## src/rtl/ioctl_loader_pkg.sv

```systemverilog
// Shared types for the ioctl region loader: FIFO word entry, drain FSM states
// and the per-region address window test.
package ioctl_loader_pkg;

  // Sized for up to 8 regions and a 23-bit SDRAM word address.
  localparam int unsigned IDX_W   = 3;
  localparam int unsigned WADDR_W = 23;

  typedef struct packed {
    logic [IDX_W-1:0]   idx;
    logic [WADDR_W-1:0] waddr;
    logic [15:0]        data;
    logic [1:0]         ds;
  } word_entry_t;

  typedef enum logic [1:0] {
    IDLE,
    ISSUE,
    WAIT
  } drain_state_t;

  function automatic logic region_match(input logic [31:0] addr,
                                        input logic [31:0] base,
                                        input logic [31:0] last);
    return (addr >= base) && (addr <= last);
  endfunction

endpackage

```

## src/rtl/ioctl_region_loader_fifo.sv

```systemverilog
// Synchronous FIFO for packed loader words; a push into a full FIFO is
// honoured only when a pop happens in the same cycle.
module loader_fifo #(
  parameter int unsigned DEPTH = 4,
  parameter type T = logic [7:0]
) (
  input  logic clk,
  input  logic reset,
  input  logic push,
  input  T     din,
  input  logic pop,
  output T     head,
  output logic full,
  output logic empty
);

  localparam int unsigned PW = (DEPTH > 1) ? $clog2(DEPTH) : 1;
  localparam int unsigned CW = PW + 1;

  T              mem [DEPTH];
  logic [PW-1:0] rd_ptr;
  logic [PW-1:0] wr_ptr;
  logic [CW-1:0] count;
  logic          do_pop;
  logic          do_push;

  assign empty   = (count == '0);
  assign full    = (count == CW'(DEPTH));
  assign do_pop  = pop & ~empty;
  assign do_push = push & (~full | do_pop);
  assign head    = mem[rd_ptr];

  always_ff @(posedge clk) begin
    if (do_push) mem[wr_ptr] <= din;
  end

  always_ff @(posedge clk) begin
    if (reset) begin
      rd_ptr <= '0;
      wr_ptr <= '0;
      count  <= '0;
    end else begin
      if (do_push) wr_ptr <= wr_ptr + PW'(1);
      if (do_pop)  rd_ptr <= rd_ptr + PW'(1);
      count <= count + CW'(do_push) - CW'(do_pop);
    end
  end

endmodule

```

## src/rtl/ioctl_region_loader.sv

```systemverilog
// Routes data_io ROM download bytes into NREG toggle-handshake SDRAM write
// ports, packing byte pairs into words and draining them one at a time.
module ioctl_region_loader
  import ioctl_loader_pkg::*;
#(
  parameter int unsigned         NREG       = 4,
  parameter int unsigned         AW         = 25,
  parameter int unsigned         WAW        = 23,
  parameter logic [7:0]          ROM_INDEX  = 8'h00,
  parameter int unsigned         FIFO_DEPTH = 4,
  parameter logic [NREG*AW-1:0]  BASE       = '0,
  parameter logic [NREG*AW-1:0]  LAST       = '0
) (
  input  logic            clk_sys,
  input  logic            reset,
  input  logic            ioctl_downl,
  input  logic [7:0]      ioctl_index,
  input  logic            ioctl_wr,
  input  logic [AW-1:0]   ioctl_addr,
  input  logic [7:0]      ioctl_dout,
  output logic [NREG-1:0] port_req,
  input  logic [NREG-1:0] port_ack,
  output logic [WAW-1:0]  port_a,
  output logic [15:0]     port_d,
  output logic [1:0]      port_ds,
  output logic            rom_loaded,
  output logic            hold_reset,
  output logic            overflow,
  output logic            unmapped
);

  logic               rom_dl;
  logic               rom_dl_prev;
  logic               rom_dl_seen;
  logic               accept;
  logic               hit;
  logic [IDX_W-1:0]   hit_r;
  logic [AW-1:0]      diff;
  logic [WADDR_W-1:0] byte_waddr;
  logic               same_word;

  logic               pend_valid;
  logic [IDX_W-1:0]   pend_r;
  logic [WADDR_W-1:0] pend_waddr;
  logic [7:0]         pend_data;
  logic               defer_valid;
  word_entry_t        defer_entry;

  logic               push;
  word_entry_t        push_entry;
  word_entry_t        flush_entry;
  logic               defer_set;
  word_entry_t        defer_next;
  logic               pend_load;
  logic               pend_clear;
  logic               unmapped_set;
  logic               loaded_cond;

  word_entry_t        head;
  logic               fifo_full;
  logic               fifo_empty;
  logic               pop;
  logic               load;
  logic               toggle;
  logic               head_idle;
  logic               cur_done;
  logic [IDX_W-1:0]   cur_r;
  drain_state_t       state;
  drain_state_t       state_next;

  assign rom_dl     = ioctl_downl & (ioctl_index == ROM_INDEX);
  assign accept     = ioctl_wr & rom_dl;
  assign byte_waddr = WADDR_W'(diff >> 1);
  assign same_word  = pend_valid && (pend_r == hit_r) && (pend_waddr == byte_waddr);
  assign hold_reset = reset | ioctl_downl | ~rom_loaded;
  assign loaded_cond = rom_dl_seen & ~ioctl_downl & ~pend_valid & ~defer_valid &
                       fifo_empty & (state == IDLE);

  always_comb begin
    hit   = 1'b0;
    hit_r = '0;
    diff  = '0;
    for (int unsigned r = 0; r < NREG; r++) begin
      if (!hit && region_match(32'(ioctl_addr), 32'(BASE[r*AW +: AW]), 32'(LAST[r*AW +: AW]))) begin
        hit   = 1'b1;
        hit_r = IDX_W'(r);
        diff  = ioctl_addr - BASE[r*AW +: AW];
      end
    end
  end

  // A flush and the new odd byte both need a FIFO slot; the flush goes first and
  // the odd byte is parked in defer_entry for the next cycle (strobes are >=4 clk apart).
  always_comb begin
    push         = 1'b0;
    push_entry   = '0;
    defer_set    = 1'b0;
    defer_next   = '0;
    pend_load    = 1'b0;
    pend_clear   = 1'b0;
    unmapped_set = 1'b0;
    flush_entry  = '{idx: pend_r, waddr: pend_waddr, data: {8'h00, pend_data}, ds: 2'b01};
    if (defer_valid) begin
      push       = 1'b1;
      push_entry = defer_entry;
    end else if (!ioctl_downl && pend_valid) begin
      push       = 1'b1;
      push_entry = flush_entry;
      pend_clear = 1'b1;
    end
    if (accept) begin
      if (!hit) begin
        unmapped_set = 1'b1;
      end else if (!ioctl_addr[0]) begin
        pend_load = 1'b1;
        if (pend_valid) begin
          push       = 1'b1;
          push_entry = flush_entry;
        end
      end else if (same_word) begin
        push       = 1'b1;
        push_entry = '{idx: hit_r, waddr: byte_waddr, data: {ioctl_dout, pend_data}, ds: 2'b11};
        pend_clear = 1'b1;
      end else if (pend_valid) begin
        push       = 1'b1;
        push_entry = flush_entry;
        pend_clear = 1'b1;
        defer_set  = 1'b1;
        defer_next = '{idx: hit_r, waddr: byte_waddr, data: {ioctl_dout, 8'h00}, ds: 2'b10};
      end else begin
        push       = 1'b1;
        push_entry = '{idx: hit_r, waddr: byte_waddr, data: {ioctl_dout, 8'h00}, ds: 2'b10};
      end
    end
  end

  always_ff @(posedge clk_sys) begin
    if (reset) begin
      pend_valid  <= 1'b0;
      pend_r      <= '0;
      pend_waddr  <= '0;
      pend_data   <= '0;
      defer_valid <= 1'b0;
      defer_entry <= '0;
      rom_dl_prev <= 1'b0;
      rom_dl_seen <= 1'b0;
      rom_loaded  <= 1'b0;
      overflow    <= 1'b0;
      unmapped    <= 1'b0;
    end else begin
      rom_dl_prev <= rom_dl;
      defer_valid <= defer_set;
      if (defer_set) defer_entry <= defer_next;
      if (pend_load) begin
        pend_valid <= 1'b1;
        pend_r     <= hit_r;
        pend_waddr <= byte_waddr;
        pend_data  <= ioctl_dout;
      end else if (pend_clear) begin
        pend_valid <= 1'b0;
      end
      if (rom_dl && !rom_dl_prev) begin
        rom_dl_seen <= 1'b1;
        rom_loaded  <= 1'b0;
        overflow    <= 1'b0;
        unmapped    <= 1'b0;
      end
      if (push && fifo_full && !pop) overflow <= 1'b1;
      if (unmapped_set) unmapped <= 1'b1;
      if (loaded_cond) rom_loaded <= 1'b1;
    end
  end

  loader_fifo #(
    .DEPTH (FIFO_DEPTH),
    .T     (word_entry_t)
  ) u_fifo (
    .clk   (clk_sys),
    .reset (reset),
    .push  (push),
    .din   (push_entry),
    .pop   (pop),
    .head  (head),
    .full  (fifo_full),
    .empty (fifo_empty)
  );

  always_comb begin
    head_idle = 1'b0;
    cur_done  = 1'b0;
    for (int unsigned r = 0; r < NREG; r++) begin
      if (IDX_W'(r) == head.idx) head_idle = (port_req[r] == port_ack[r]);
      if (IDX_W'(r) == cur_r)    cur_done  = (port_req[r] == port_ack[r]);
    end
  end

  always_ff @(posedge clk_sys) begin
    if (reset) state <= IDLE;
    else       state <= state_next;
  end

  always_comb begin
    state_next = state;
    pop        = 1'b0;
    load       = 1'b0;
    toggle     = 1'b0;
    case (state)
      IDLE: begin
        if (!fifo_empty && head_idle) begin
          pop        = 1'b1;
          load       = 1'b1;
          state_next = ISSUE;
        end
      end
      ISSUE: begin
        toggle     = 1'b1;
        state_next = WAIT;
      end
      WAIT: begin
        if (cur_done) state_next = IDLE;
      end
      default: state_next = IDLE;
    endcase
  end

  always_ff @(posedge clk_sys) begin
    if (reset) begin
      port_req <= '0;
      port_a   <= '0;
      port_d   <= '0;
      port_ds  <= '0;
      cur_r    <= '0;
    end else begin
      if (load) begin
        port_a  <= WAW'(head.waddr);
        port_d  <= head.data;
        port_ds <= head.ds;
        cur_r   <= head.idx;
      end
      if (toggle) begin
        for (int unsigned r = 0; r < NREG; r++) begin
          if (IDX_W'(r) == cur_r) port_req[r] <= ~port_req[r];
        end
      end
    end
  end

endmodule
```

## config.mk

```make
export PLATFORM = sky130hd
export DESIGN_NAME = ioctl_region_loader
export DESIGN_NICKNAME = d
export VERILOG_FILES = /design/src/rtl/ioctl_loader_pkg.sv /design/src/rtl/ioctl_region_loader_fifo.sv /design/src/rtl/ioctl_region_loader.sv
export SDC_FILE = /design/constraint.sdc
export NUM_CORES = 1
export LEC_CHECK = 0
export ABC_AREA = 1
export CORE_MARGIN = 5
export CORE_UTILIZATION = 50
export DETAILED_ROUTE_END_ITERATION = 16
export PLACE_DENSITY = 0.76
export SYNTH_ARGS = -nofsm -noshare
export SYNTH_HDL_FRONTEND = slang
export SYNTH_SLANG_ARGS = --single-unit
export TNS_END_PERCENT = 20
```

## constraint.sdc

```tcl
create_clock -name clk_sys -period 7.47 [get_ports clk_sys]
set_clock_uncertainty 0.05 [all_clocks]
set_input_delay 1.1205 -clock clk_sys [delete_from_list [all_inputs] [get_ports clk_sys]]
set_output_delay 1.1205 -clock clk_sys [all_outputs]
set_load 0.005 [all_outputs]
```

# Word-level counts from Yosys, hierarchy flattened
# Memory sizes are Yosys's and may differ from the RTL's. A register that Yosys moved wholly into a read port is not among the register bits.
# Cells that the tools add are included.
[word_totals]
reg_bits = 142
latch_bits = 0
mem_bits_rw = 176
rom_bits = 0
input_bits = 49
out_inout_bits = 49
word_cells = 172
n_memories = 1
[mem_list]
columns = ["name", "words", "width", "read_ports", "rd_clocked_by_memory_dff", "wr", "line", "text"]
rows = [
  ["u_fifo.mem", 4, 44, 1, 1, 1, "ioctl_region_loader_fifo.sv:20", "T mem [DEPTH];"],
]
[classes]
addsub = 4
n_mul = 0
div = 0
order_cmp = 1
n_eq_ne = 17
n_shift = 0
mux = 70
bitwise = 22
n_reduce_logical = 31
[ops]
columns = ["op", "n"]
rows = [
  ["$mux W44", 13],
  ["$mux W24", 4],
  ["$mux W1", 46],
  ["$le A25 B1 Y1 const B", 1],
  ["$eq A23 B23 Y1", 1],
  ["$eq A2 B3 Y1 const A", 4],
  ["$logic_and A1 B1 Y1", 10],
  ["$mux W2", 5],
  ["$not A1 Y1", 10],
  ["$reduce_and A2 Y1", 5],
  ["$and A1 B1 Y1", 9],
  ["$logic_not A3 Y1", 3],
  ["$logic_not A8 Y1", 1],
  ["$reduce_bool A2 Y1", 4],
  ["$logic_not A1 Y1", 7],
  ["$eq A1 B3 Y1 const A", 2],
  ["$pmux W2 S3", 1],
  ["$add A2 B1 Y2 const B", 2],
  ["$eq A1 B1 Y1", 4],
  ["$add A3 B1 Y3", 1],
  ["$eq A3 B3 Y1", 1],
  ["$eq A3 B3 Y1 const B", 1],
  ["$mux W3", 1],
  ["$or A1 B1 Y1", 3],
  ["6 further kinds", 6],
]

# Longest topological paths before layout
# Gate-level depths: netlist (run 1).
[logic_depth]
word_depth = 20
mapped_depth = 15
ltp_nobuf = 15

# Hierarchy
# A second synthesis (run 1) with hierarchy kept.
[unflattened]
hier_cells = 1233
area_unflattened_um2 = 12248.0
[by_module_without_submodules]
columns = ["module", "n_inst", "cells_each", "area_each_um2", "seq_area_each_um2"]
rows = [
  ["loader_fifo", 1, 497, 7100.6, 5465.2],
  ["ioctl_region_loader", 1, 736, 5147.4, 2402.3],
]

# Worst setup path after synthesis (run 1)
# No wires, ideal clock.
[synth_path]
path_kind = "input-to-reg"
from = "in ioctl_addr[3]"
to = "mem u_fifo.mem[0][0] (netlist name), enable pin"
setup_time_ps = 440
arrival_time_ps = 3816
t_required_ps = 6980
path_slack_ps = 3164
path_stages = 8
n_path_buf = 0
path_cell_list = "or2_1 -> nor2_1 -> nand2_1 -> nor2_4 -> nand2_4 -> nand2_2 -> nand3_2 -> nor2_1"
[synth_via]
elab_chain_cells = 16
[synth_lines]
columns = ["item", "line", "text"]
rows = [
  ["start, declared", "ioctl_region_loader.sv:19", "input logic [AW-1:0] ioctl_addr,"],
  ["$le A25 B1 Y1 *", "ioctl_loader_pkg.sv:25", "return (addr >= base) && (addr <= last);"],
  ["$mux W1", "ioctl_region_loader.sv:84", "if (!hit && region_match(32'(ioctl_addr), 32'(BASE[r*AW +: AW]), 32'(LAST[r*AW +: AW]))) begin"],
  ["$logic_not A1 Y1", "ioctl_region_loader.sv:84", ""],
  ["$logic_and A1 B1 Y1", "ioctl_region_loader.sv:84", ""],
  ["$mux W1", "ioctl_region_loader.sv:84", ""],
  ["$logic_not A1 Y1", "ioctl_region_loader.sv:84", ""],
  ["$logic_and A1 B1 Y1", "ioctl_region_loader.sv:84", ""],
  ["$mux W1", "ioctl_region_loader.sv:84", ""],
  ["$logic_not A1 Y1", "ioctl_region_loader.sv:84", ""],
  ["$logic_and A1 B1 Y1", "ioctl_region_loader.sv:84", ""],
  ["$mux W1 *", "ioctl_region_loader.sv:84", ""],
  ["$mux W1 *", "ioctl_region_loader.sv:112", "if (!hit) begin"],
  ["$mux W1 *", "ioctl_region_loader.sv:111", "if (accept) begin"],
  ["$and A1 B1 Y1 *", "ioctl_region_loader_fifo.sv:30", "assign do_push = push & (~full | do_pop);"],
  ["$mux W1 *", "ioctl_region_loader_fifo.sv:34", "if (do_push) mem[wr_ptr] <= din;"],
  ["$mux W1 (not written as such) *", "ioctl_region_loader_fifo.sv:34", ""],
  ["end, declared", "ioctl_region_loader_fifo.sv:20", ""],
]
# Mark *: on every way between the ends. The rest lies on a longest branch, timed or not.

# Worst setup path after layout (run 1)
[layout_path]
from = "in ioctl_addr[0]"
to = "mem u_fifo.mem[2][3] (netlist name), enable pin"
[layout_via]
elab_chain_cells = 16
elab_cells_between_ends = 17
classes_between = "1 x order compare; 9 x mux; 1 x bitwise; 6 x reduce/logical"
[layout_lines]
columns = ["item", "line"]
rows = [
  ["$le A25 B1 Y1", "ioctl_loader_pkg.sv:25"],
  ["$mux W1", "ioctl_region_loader.sv:84"],
  ["$logic_not A1 Y1", "ioctl_region_loader.sv:84"],
  ["$logic_and A1 B1 Y1", "ioctl_region_loader.sv:84"],
  ["$mux W1", "ioctl_region_loader.sv:84"],
  ["$logic_not A1 Y1", "ioctl_region_loader.sv:84"],
  ["$logic_and A1 B1 Y1", "ioctl_region_loader.sv:84"],
  ["$mux W1", "ioctl_region_loader.sv:84"],
  ["$logic_not A1 Y1", "ioctl_region_loader.sv:84"],
  ["$logic_and A1 B1 Y1", "ioctl_region_loader.sv:84"],
  ["$mux W1", "ioctl_region_loader.sv:84"],
  ["$mux W1 *", "ioctl_region_loader.sv:112"],
  ["$mux W1 *", "ioctl_region_loader.sv:111"],
  ["$and A1 B1 Y1 *", "ioctl_region_loader_fifo.sv:30"],
  ["$mux W1 *", "ioctl_region_loader_fifo.sv:34"],
  ["$mux W1 (not written as such) *", "ioctl_region_loader_fifo.sv:34"],
]
# Marks and branches as above.

==> results.py, run 1 <==
metrics = {
    "outcome": {
        "status": "finished clean",
    },
    "critical_path": {
        "crit_required_ps": 7650,
        "critPathKind": "in2reg",
        "crit_family": "simple AND/OR/NAND/NOR gates",
        "arrival_ps": 4880,
        "max_stage_delay_ps": 960,
        "cp-start-kind": "input pin",
        "slowest_stage": "clkdlybuf4s50_1",
        "endpoint_kind": "register",
        "regToRegSetupSlack_ps": 3740,
        "path_max_fanout": 32,
        "crit_chain": "clkdlybuf4s50_1 -> nor2_1 -> nand2_1 -> nor2_1 -> nand2_1 -> nor2_4 -> nand2_4 -> nand2_2 -> nand3_2 -> nor2_4 -> buf_4",
        "cp_num_buf_inv": 2,
    },
    "floorplanning": {
        "io_pins": 98,
        "fp.dieH_um": 160,
        "die_x_um": 160,
        "start_util_pct": 50.4,
        "rows": 55,
        "dieArea_sq_mm": 0.0257,
        "core_area_sq_mm": 0.0224,
    },
    "grt": {
        "grt_pass1_wl_mm": 39.0,
        "grt_util_met1_pct": 22.4,
        "antenna_found_initial": 0,
        "use_met3_pct": 2.85,
        "grt_max_degree": 84,
        "grt-ovfl-total": 0,
        "grt_use_total_pct": 18.2,
        "busiest_layer": "met2",
        "grt_pass1_vias": 8019,
        "grt.met2_usage_pct": 32.5,
    },
    "place": {
        "post-place-ws_ps": 2180,
        "io_buffer_count": 91,
        "hpwl_mm": 13.9,
        "placedInstanceArea_sq_mm": 0.0124,
        "routabilityCongestion": 0.728,
    },
    "cts": {
        "cts_hold_buffers": 0,
        "h-tree-depth": 1,
        "clk_latency_ps": 540,
        "cts_tree": "built",
        "post_cts_resized": 0,
        "cts_root_buf": "clkbuf_16",
        "cts_buffers": 28,
        "path_clk_slew_ps": 60,
        "post_cts_buffers": 0,
        "clock_sinks": 287,
        "cts_buffer_depth": 3,
    },
    "logic_synthesis": {
        "synthTopCellsByArea": "edfxtp_1 (44%), dfxtp_1 (22%), nor2_1 (9.5%)",
        "synthArstFlopShare_pct": 0,
        "synth.avg_cell_area_sq_um": 10.1,
        "yosysSeqAreaShare_pct": 65.4,
        "synth_cell_types": 43,
        "yosysMostFrequentCell": "nor2_1",
        "yosys_register_bits": 287,
        "yosysTopAreaCell": "edfxtp_1",
        "synthFlopType": "edfxtp_1",
        "synth_warnings": 0,
        "synth_edf_count": 164,
        "synth_top_cell_area_share_pct": 43.6,
        "syn_inst": 1118,
        "netlist_area_sq_mm": 0.0113,
        "yosys-top-cells-count": "nor2_1 (287), edfxtp_1 (164), o21ai_0 (130)",
    },
    "timing": {
        "fmax_ghz": 0.213,
        "maxSlewViolCount": 0,
        "setup-violations-final": 0,
        "rsz0062_at_grt": "no",
        "hold_slack_ps": 371,
        "fin_crit_sh_pct": 62.9,
        "worstMarginPinSlew_ps": 1170,
        "hold_viol": 0,
        "tns_ps": 0,
        "relSlewSlack_pct": 22.0,
        "fin_ws_ps": 2770,
        "fin_crit_ps": 4700,
    },
    "layout": {
        "fin_area_sq_mm": 0.0133,
        "fin_nets": 1242,
        "fill_cells": 1827,
        "num_antenna_cells": 0,
        "drive_above_1_share_pct": 5.63,
        "synthToLayoutAreaGrowth_pct": 17.4,
        "register_area_sq_mm": 0.00739,
        "multi_input_area_sq_mm": 0.00318,
        "fin_util_pct": 59.1,
    },
    "drt": {
        "vias_per_cell": 5.37,
        "totalWireLength_mm": 24.2,
        "drt_first_iter_violations": 617,
        "vias": 8021,
        "drc": 0,
        "final_antenna_net_count": 0,
        "drt-pass1-iter-count": 5,
        "wl_per_cell_um": 16.2,
    },
    "pwr": {
        "powerDensity_mw_per_mm2": 318,
        "ir_drop_v": 0.000148,
        "p_leak_uw": 0.00495,
    },
    "flow_run": {
        "cap_violations": 0,
    },
    "worst_hold_path": {
        "hold_path.class": "reg2reg",
    },
}
worst paths after layout:
kind | depth (start not counted) | to | start
worst max-delay path | 11 | u_fifo.mem[2][3]$_DFFE_PP_ | ioctl_addr[0]
worst min-delay path | 2 | defer_entry[11]$_SDFFE_PP0P_ | defer_entry[11]$_SDFFE_PP0P_
worst max register to register | 12 | u_fifo.count[2]$_SDFF_PP0_ | port_req[0]$_SDFFE_PP0N_
worst min register to register | 2 | defer_entry[11]$_SDFFE_PP0P_ | defer_entry[11]$_SDFFE_PP0P_
cells by family after synthesis:
kind of cell               after synthesis  synth area share [%]
AOI/OAI and AO/OA                      243                  12.8
buffers and inverters                  189                  6.86
adders and majority gates                7                 0.842
DFF                                    287                  65.4
other                                    1                0.0332
and+or+nand+nor                        389                  14.0
xor gates and xnor gates                 2                 0.155
report_power, final:
part	switching [uW]	leakage (uW)	internal, uW
registers	71.4	0.00255	1870
logic	539	0.00197	383
clock network	559	0.000426	792
total	1170	0.00495	3040
placed cells by master, fill, tap and decap left out, types with 2 or more instances in the layout:
cell             netlist  final
edfxtp_1             164    164
nand2_1               55     55
nand4_1                4      4
nand3_2                1      2
buf_4                  7     12
o21ai_1                3      3
and3_1                 6      6
clkbuf_16              0     29
a22oi_1                6      6
nand3b_1               2      2
nor3_1                17     17
clkdlybuf4s50_1        0     90
inv_1                116    116
bufinv_16              0      2
clkinv_2               1      4
o32ai_1               41     41
ha_1                   6      6
a31oi_1                2      2
nand3_1                9      8
nor2_4                 1      5
conb_1                 1      4
clkbuf_1              49     13
nor2_1               287    283
o21ai_0              130    130
dfxtp_2                0      2
o22ai_1               17     17
nand2_4                2      2
o21bai_1               5      5
clkinv_1               1      5
dfxtp_1              123    121
inv_2                  3      3
a21oi_1               35     35
per-stage QoR:
| stage | std cells | power (uW) |
|---|---|---|
| after floorplan | 1121 | 2500 |
| after global placement | 1441 | 2870 |
| after detailed placement | 1441 | 2900 |
| after CTS | 1493 | 4240 |
| after global routing | 1493 | 4420 |
| final | 1493 | 4210 |
layout make-up:
class	instances	share of cell area [%]
Multi-Input combinational cell	645	24.0
Tap cell	285	2.69
Inverter	121	3.44
Clock inverter	9	0.680
Clock buffer	43	5.95
Timing Repair Buffer	103	7.51
Sequential cell	287	55.7
state kept, by name, indices dropped and copies added, names as in the netlist, 2 cells and up, named ones only:
name,count
u_fifo.rd_ptr,2
pend_data,8
defer_entry,32
u_fifo.count,3
port_a,23
pend_waddr,23
state,2
u_fifo.wr_ptr,2
port_ds,2
port_d,16
u_fifo.mem,164
per-layer routing:
metal	routed length, um	part of all wire (%)
met5	0	0
met3	1360	5.6
met4	709	2.9
met2	12100	50
met1	10000	41
tightest hold or removal path, stage by stage, from the launching register on:
cell and delay (ps):
dfxtp_1 310, inv_1 50, nor2_1 30
No activity file was read; power rests on OpenSTA's default activity.
==> run 2: changes to the inputs <==
- PLACE_DENSITY: 0.76 -> 0.78
- clock period: 7.47 -> 4.27 ns (I/O delays scaled with it)
==> results.py, run 2 (synthesis results as in run 1) <==
metrics = {
    "outcome": {
        "status": "finished clean",
    },
    "critical_path": {
        "r2r-start": "defer_valid$_SDFF_PP0_",
        "crit_required_ps": 4640,
        "critPathKind": "in2reg",
        "endpoint_kind": "register",
        "cp-start-kind": "input pin",
        "path_max_fanout": 21,
        "arrival_ps": 3500,
        "ff2ff_path_depth": 8,
        "crit_start": "ioctl_addr[3]",
    },
    "grt": {
        "grt_pass1_vias": 7639,
        "grt_use_total_pct": 17.5,
        "busiest_layer": "met2",
        "use_met3_pct": 2.82,
        "grt.met2_usage_pct": 30.7,
        "antenna_found_initial": 0,
        "grt_max_degree": 83,
        "grt_pass1_wl_mm": 37.2,
        "grt-ovfl-total": 0,
        "grt_util_met1_pct": 21.7,
    },
    "place": {
        "routabilityCongestion": 0.758,
        "io_buffer_count": 91,
        "hpwl_mm": 13.1,
        "dpl.cell_count": 1447,
    },
    "drt": {
        "final_antenna_net_count": 0,
        "drc": 0,
        "drt_first_iter_violations": 514,
        "drt-pass1-iter-count": 5,
        "totalWireLength_mm": 22.9,
        "vias_per_cell": 5.28,
        "wl_per_cell_um": 15.3,
        "vias": 7917,
    },
    "floorplanning": {
        "start_util_pct": 50.4,
        "io_pins": 98,
        "core_area_sq_mm": 0.0224,
        "fp.dieH_um": 160,
        "rows": 55,
        "die_x_um": 160,
        "dieArea_sq_mm": 0.0257,
    },
    "cts": {
        "cts_buffer_depth": 3,
        "path_clk_slew_ps": 60,
        "post_cts_resized": 0,
        "clock_sinks": 287,
        "h-tree-depth": 1,
        "cts_tree": "built",
        "cts_root_buf": "clkbuf_16",
        "clk_latency_ps": 530,
        "post_cts_buffers": 0,
        "cts_hold_buffers": 0,
        "cts_buffers": 28,
    },
    "worst_hold_path": {
        "holdPathStages": 2,
        "hold_path.class": "reg2reg",
        "hp-start": "defer_entry[17]$_SDFFE_PP0P_",
    },
    "layout": {
        "fin_cells": 1499,
        "largest_reg_flops": 164,
        "final_common_cell": "nor2_1",
        "drive_above_1_share_pct": 6.92,
        "top_register": "u_fifo.mem",
        "reg_top3": "u_fifo.mem: 164 flops, defer_entry: 32 flops",
        "synthToLayoutAreaGrowth_pct": 18.5,
        "fin_nets": 1248,
        "final_cell_mix": "nor2_1 (283), edfxtp_1 (164), o21ai_0 (130)",
        "num_antenna_cells": 0,
    },
    "timing": {
        "rsz0062_at_grt": "no",
        "hold_viol": 0,
        "fin_crit_sh_pct": 73.2,
        "fmax_ghz": 0.320,
        "relSlewSlack_pct": 41.7,
        "fin_crit_ps": 3130,
        "maxSlewViolCount": 0,
        "tns_ps": 0,
        "worstMarginPinSlew_ps": 875,
        "setup-violations-final": 0,
    },
    "pwr": {
        "ir_drop_v": 0.000306,
        "p_leak_uw": 0.00502,
        "powerDensity_mw_per_mm2": 552,
    },
    "flow_run": {
        "cap_violations": 0,
    },
}
## run 2: cell types whose count changed in the layout (fill, tap and decap cells not counted), sizes merged
cell / delta
clkinv: +4
clkbuf: -7
clkinvlp: +3
buf: +6
## run 2: routing by layer
layer | vias to the layer above | part of all wire (%)
li1 | 3919 | -
met5 | - | 0
met4 | 0 | 3.1
met1 | 3737 | 42
met3 | 51 | 5.2
met2 | 210 | 50
## run 2: final timing paths
kind	to	slack, ps
setup / recovery	u_fifo.count[2]$_SDFF_PP0_	1140
setup reg to reg	u_fifo.mem[2][21]$_DFFE_PP_	1800
hold reg to reg	defer_entry[17]$_SDFFE_PP0P_	370
hold / removal	defer_entry[17]$_SDFFE_PP0P_	370
## run 2: area by class of cell
type	count	area (sq um)
clock inverters	16	134
inverters	121	455
well taps	285	357
flip-flops and latches	287	7390
repair buffers	109	1090
fillers	1760	9040
multi-input cells	645	3180
clock buffers	36	782
## run 2: report_power, final
group / total (uW) / internal, uW / leakage, uW / switching, uW
clock: 2400 / 1410 / 0.000448 / 985
sequential: 3410 / 3260 / 0.00255 / 148
combinational: 1590 / 686 / 0.00201 / 903
total: 7400 / 5360 / 0.00502 / 2040
## run 2: critical path, cell delays in order
cell and delay, ps:
clkdlybuf4s50_1 390, or2_1 220, nor2_1 110, nand2_1 140, nor2_4 310, nand2_4 220, nand2_2 160, nand3_2 240
inv_1 120, ha_1 140, inv_1 50, fa_1 390, xor2_1 160, o21ai_0 150, a21oi_1 50
## run 2: through the flow
step | hold WS [ps] | util [%] | power [uW] | area [sq um] | setup slack (ps)
2_1_floorplan | 353 | - | 4370 | 11300 | 444
3_3_place_gp | 360 | 55.6 | 5030 | 12500 | 633
3_5_place_dp | 362 | 55.6 | 5070 | 12500 | 576
4_1_cts | 373 | 59.7 | 7460 | 13400 | 1120
5_1_grt | 395 | 59.7 | 7800 | 13400 | 938
6_report | 372 | 59.7 | 7400 | 13400 | 1140
==> variant 1 (settings of run 1) <==
Change the package constant `WADDR_W` from 23 to 19.
--- a/src/rtl/ioctl_loader_pkg.sv
+++ b/src/rtl/ioctl_loader_pkg.sv
@@ -4,7 +4,7 @@
 
   // Sized for up to 8 regions and a 23-bit SDRAM word address.
   localparam int unsigned IDX_W   = 3;
-  localparam int unsigned WADDR_W = 23;
+  localparam int unsigned WADDR_W = 19;
 
   typedef struct packed {
     logic [IDX_W-1:0]   idx;
Check against the original RTL: no difference found for any inputs over 4 cycles, from zero or initial values and one cycle with reset high; that may be too few to reach the edited logic, so the function may still have changed.
==> variant 1 against run 1 <==
Die area is 8.9% lower. Setup slack better by 0.69 ns. Total power fell by 5.9%. Core utilization up 1.3 points. Worst hold slack barely moved. Final area down 8.2%. Routed wire length decreased by 16%. Area after synthesis is 9.5% lower. Cell count fell by 8.0%. Sequential cell count shrank 28.
==> variant 1: results (changes against run 1) <==
- The run finished with clean final reports.
- Counting instances in the post-synthesis netlist gives the leading cell types as 270 x nor2_1, 148 x edfxtp_1, 115 x o21ai_0.
- The CTS buffer count is 27 (-3.6%).
- The number of synthesized flops with an enable pin is 148 (-9.8%).
- The pre-CTS worst setup slack is 2.905 ns (+0.7275 ns).
- The signal arrival time at the worst endpoint came to 4.14 ns (-0.74 ns).
- The total instance count after detailed placement is 1325 (-8.0%).
- The highest ir drop seen on vdd is 0.1365 mV (-7.8%).
- In the final layout, the registers with the most flip-flops are u_fifo.mem x148, defer_entry x28.
- The aggregate routed wire length is 20400 µm (-16%).
- The ratio of cells with drive above 1 in the final layout is 6.975% (+1.3 points).
- The total via count after detailed routing is 7097 (-12%).
- The fraction of the yosys area taken by sequential cells was 65.21% (-0.18 points).
- The actual slew at the worst max-slew pin is 0.8173 ns (-0.3501 ns).
- The final weighted congestion in routability-driven placement was 0.7189 (-1.2%).
- The number of violations reported at the end of detailed-routing iteration 0 is 438 (-29%).
- By area the synthesized netlist is led by edfxtp_1 43%, dfxtp_1 22%, nor2_1 9.9%.
- The pin count of the biggest net entering global routing is 75 (-11%).
- The insertion delay to the later sink of the worst-skew pair is 0.52 ns (-0.02 ns).
- The net total in the final layout was 1140 (-8.2%).
- The synthesized area per cell is 10.05 µm² (-0.52%).
- The global-route wire length before repair is 33640 µm (-14%).
- The number of distinct library cells after synthesis is 40 (-7.0%).
- The instance area at placement is 0.01125 mm² (-9.1%).
- The total global routing track utilization is 17.09% (-1.2 points).
- The highest fanout seen on the critical path is 37 (+16%).
- The leakage power summed over all cells is 4.544 nW (-8.2%).
==> variant 1: cell types whose count changed after synthesis, sizes merged, moves of 6 or more <==
cell	delta
and3	-6
buf	+12
clkbuf	-13
dfxtp	-12
edfxtp	-16
inv	-17
nand2	+9
nor2	-17
nor3	-6
o21ai	-12
o22ai	-6
==> variant 1: per-layer routing <==
metal / vias to the layer above / part of all wire, % / GRT usage (%)
met5: - / 0 / 0
met3: 29 / 5.9 / 2.997
met4: 0 / 1.6 / 4.837
met1: 3339 / 44 / 22.78
met2: 191 / 49 / 29.00
li1: 3538 / - / -
==> variant 1: worst paths after layout <==
path                   start  slack, ns          endpoint  cells past startpoint
max            ioctl_addr[0]       3.46  u_fifo.mem[2][9]                     11
min          defer_entry[14]       0.37   defer_entry[14]                      2
max reg2reg  u_fifo.count[1]       4.39   u_fifo.count[2]                     13
min reg2reg  defer_entry[14]       0.37   defer_entry[14]                      2
==> variant 1: layout make-up <==
class / count / area [µm²] / area share [%]
Clock buffer: 34 / 723.2 / 5.941
Clock inverter: 15 / 203.9 / 1.675
Inverter: 103 / 387.9 / 3.186
Multi-Input combinational cell: 595 / 2903 / 23.85
Sequential cell: 259 / 6669 / 54.78
Tap cell: 270 / 337.8 / 2.775
Timing Repair Buffer: 98 / 948.4 / 7.791
==> variant 1: cell families (layout without fill, tap and decap cells) <==
family,Yosys count,after routing,synth area share (%)
AO/OA/AOI/OAI,213,213,12.39
XOR/XNOR,2,2,0.1714
adder cells (fa/ha/maj),7,7,0.9302
buffers and inverters,170,250,6.940
flip-flops,259,259,65.21
other,1,8,0.03668
AND/OR/NAND/NOR,365,365,14.32
==> variant 1: worst max-delay path, stage by stage <==
cell and delay (ns):
clkdlybuf4s50_1 0.83, nor2_1 0.24, nand2_1 0.07, nor2_1 0.09
nand2_1 0.10, nor2_4 0.12, nand2_4 0.25, nand2_4 0.18
nand3_4 0.16, nor2_4 0.51, buf_4 0.44
==> variant 1: power breakdown <==
part           internal [mW]  switching [mW]
logic                  0.349           0.472
clock network          0.858           0.523
registers               1.69          0.0731
==> variant 2 (flow settings as in run 1) <==
Without the edit above. Encoding of `drain_state_t`: now one-hot (3 bits for 3 states).
--- a/src/rtl/ioctl_loader_pkg.sv
+++ b/src/rtl/ioctl_loader_pkg.sv
@@ -13,10 +13,10 @@
     logic [1:0]         ds;
   } word_entry_t;
 
-  typedef enum logic [1:0] {
-    IDLE,
-    ISSUE,
-    WAIT
+  typedef enum logic [2:0] {
+    IDLE  = 3'b001,
+    ISSUE = 3'b010,
+    WAIT  = 3'b100
   } drain_state_t;
 
   function automatic logic region_match(input logic [31:0] addr,
Function: same outputs for any inputs over 4 cycles, from zero or initial values and one cycle with reset high; so few cycles prove little.
==> variant 2 against run 1 <==
Maximum frequency rose by 0.98%. Sequential cell count rose by 1. Total power fell by 3.4%. Combinational power fell by 11%. Routed wire length fell by 5.9%. Final area fell by 0.42%. Count of clock-buffer cells in the layout rose by 4. Setup slack improved by 0.045 ns. Synthesized cell count fell by 0.54%. Area after synthesis fell by 0.40%. Global-route usage fell by 1.1 points. First-iteration DRC count fell by 11%.
==> variant 2: results (changes against run 1) <==
- The run finished with clean final reports.
- The path class of the tightest hold or removal check is flop to flop.
- The number of buffers on the longest clock path is 3 (unchanged).
- The post-synthesis share of cell area spent on full adders, half adders and majority gates is 0.8452% (+0.0034 points).
- The HPWL after detailed placement is 12750 µm (-8.3%).
- The clock reaches the later pin of the worst-skew pair after around 0.53 ns.
- The mux cell area share after synthesis came to 0% (unchanged).
- The total via count after detailed routing is 7795 (-2.8%).
- In this run the top signal layer used is met4.
- The final weighted congestion in routability-driven placement is 0.7169 (-1.5%).
- The wire length the detailed router placed on met1 is 9718 µm (-3.0%).
- The count of instances resized after the clock tree is built is 0 (unchanged).
- The proportion of synthesized flip-flops having asynchronous set or reset is 0% (unchanged).
- The leakage power summed over all cells came to 4.755 nW (-4.0%).
- The count of synthesis-stage warnings from yosys is 0 (unchanged).
- The total length of routed met2 wires is 11050 µm (-8.7%).
- The CTS buffer count was 28 (unchanged).
- The first-pass iteration count of the detailed router came to 5 (unchanged).
- The number of violations reported at the end of detailed-routing iteration 0 is 547 (-11%).
- The compound-cell area share of the yosys netlist was 12.81% (+0.051 points).
- The remaining max-slew budget at the tightest pin was 23.04% (+1.1 points).
- By area the synthesized netlist is led by edfxtp_1 44%, dfxtp_1 22%, nor2_1 9.6%.
- The highest ir drop seen on vdd came to 0.1438 mV (-2.9%).
- The number of synthesized flops with an enable pin is 164 (unchanged).
- The highest fanout seen on the critical path is 28 (-13%).
- The fraction of the yosys area taken by sequential cells is 65.84% (+0.44 points).
- The detailed-route wire length per cell came to 15.40 µm (-5.0%).
- The level count of the clock H-tree was 1 (unchanged).
- The met3 routed wirelength is 1518 µm (+11%).
- The number of distinct library cells after synthesis is 41 (-4.7%).
- The most instantiated flip-flop cell in the synthesis netlist is edfxtp_1.
- After synthesis, the most frequently instantiated cells are 289 x nor2_1, 164 x edfxtp_1, 133 x o21ai_0.
- The count of buffers inserted at the top-level ports is 91 (unchanged).
- The pin count of the biggest net entering global routing is 83 (-1.2%).
- The initial antenna violation count was 0 (unchanged).
- The synthesized-area fraction occupied by xor and xnor cells came to 0.2335% (+0.078 points).
- In the final layout, the registers with the most flip-flops are u_fifo.mem x164, defer_entry x32.
- The post-CTS repair timing setup buffer count came to 0 (unchanged).
- The total global routing track utilization is 17.17% (-1.1 points).
- The worst setup path is captured at a flop.
- Clock tree synthesis selected as its root buffer the cell clkbuf_16.
- The clock transition at the register clock pins on the worst setup and hold paths after CTS came to 0.06 ns (about the same).
- The net total in the final layout is 1231 (-0.89%).
- The ratio of cells with drive above 1 in the final layout is 6.015% (+0.39 points).
- The global-route wire length before repair is 36870 µm (-5.5%).
- The via count of the first global-routing pass is 7628 (-4.9%).
-- variant 2: changes by cell type in the layout (fill, tap and decap cells not counted), moves of 3 or more --
cell	before	now
nand2_1	55	43
a21oi_1	35	44
clkbuf_8	1	8
nor3_1	17	24
a22oi_1	6	0
and3_1	6	0
o22ai_1	17	23
o21bai_1	5	0
clkbuf_1	13	10
clkinv_1	5	2
inv_1	116	113
nand3_1	8	5
o21ai_0	130	133
-- variant 2: routing by layer --
layer,up-vias,GRT usage [%]
met3,35,3.454
met2,227,29.71
met1,3652,22.11
met5,-,0
li1,3881,-
met4,0,4.732
-- variant 2: cell type report --
| class | count | area [µm²] |
|---|---|---|
| Inverter | 119 | 447.9 |
| Fill cell | 1722 | 8757 |
| Sequential cell | 288 | 7410 |
| Tap cell | 280 | 350.3 |
| Multi-Input combinational cell | 637 | 3110 |
| Clock buffer | 47 | 873.3 |
| Clock inverter | 5 | 26.28 |
| Timing Repair Buffer | 101 | 980.9 |
| Antenna cell | 1 | 2.502 |
-- variant 2: metrics by stage --
stage / total power [mW] / util (%) / cell area (µm²) / worst slack [ns] / std cells
global placement: 2.747 / 56.01 / 12300 / 2.320 / 1425
finish: 4.069 / 60.12 / 13200 / 2.814 / 1478
global route: 4.277 / 60.11 / 13200 / 2.543 / 1477
floorplan: 2.427 / - / 11260 / 3.277 / 1115
detailed placement: 2.766 / 56.01 / 12300 / 2.263 / 1425
CTS: 4.108 / 60.11 / 13200 / 2.813 / 1477
-- variant 2: cell families (layout without fill, tap and decap cells) --
| family | count (synthesis) | in the layout |
|---|---|---|
| other | 1 | 5 |
| and+or+nand+nor | 375 | 375 |
| xor gates and xnor gates | 3 | 3 |
| DFF | 288 | 288 |
| adders and majority gates | 7 | 7 |
| buffers and inverters | 190 | 272 |
| AOI/OAI and AO/OA | 248 | 248 |
-- variant 2: path summary, 6_finish.rpt --
path | startpoint | to | slack (ns) | cells after the start
max | ioctl_addr[0] | u_fifo.mem[2][38] | 2.81 | 11
min | defer_entry[11] | defer_entry[11] | 0.37 | 2
max reg2reg | pend_valid | u_fifo.mem[2][38] | 4.16 | 7
min reg2reg | defer_entry[11] | defer_entry[11] | 0.37 | 2
-- variant 2: worst max-delay path, cell delays in order --
cell and delay (ns):
clkdlybuf4s50_1 1.00, nor2_1 0.28, nand2_1 0.07, nor2_1 0.09
nand2_1 0.10, nor2_4 0.11, nand2_2 0.31, nand2_2 0.22
nand3_2 0.25, nor2_4 0.84, buf_4 0.39
-- variant 2: where the power goes --
part / total, mW / internal, mW / switching, mW
combinational: 0.817 / 0.342 / 0.474
clock: 1.34 / 0.791 / 0.551
sequential: 1.91 / 1.85 / 0.0642
total: 4.07 / 2.98 / 1.09
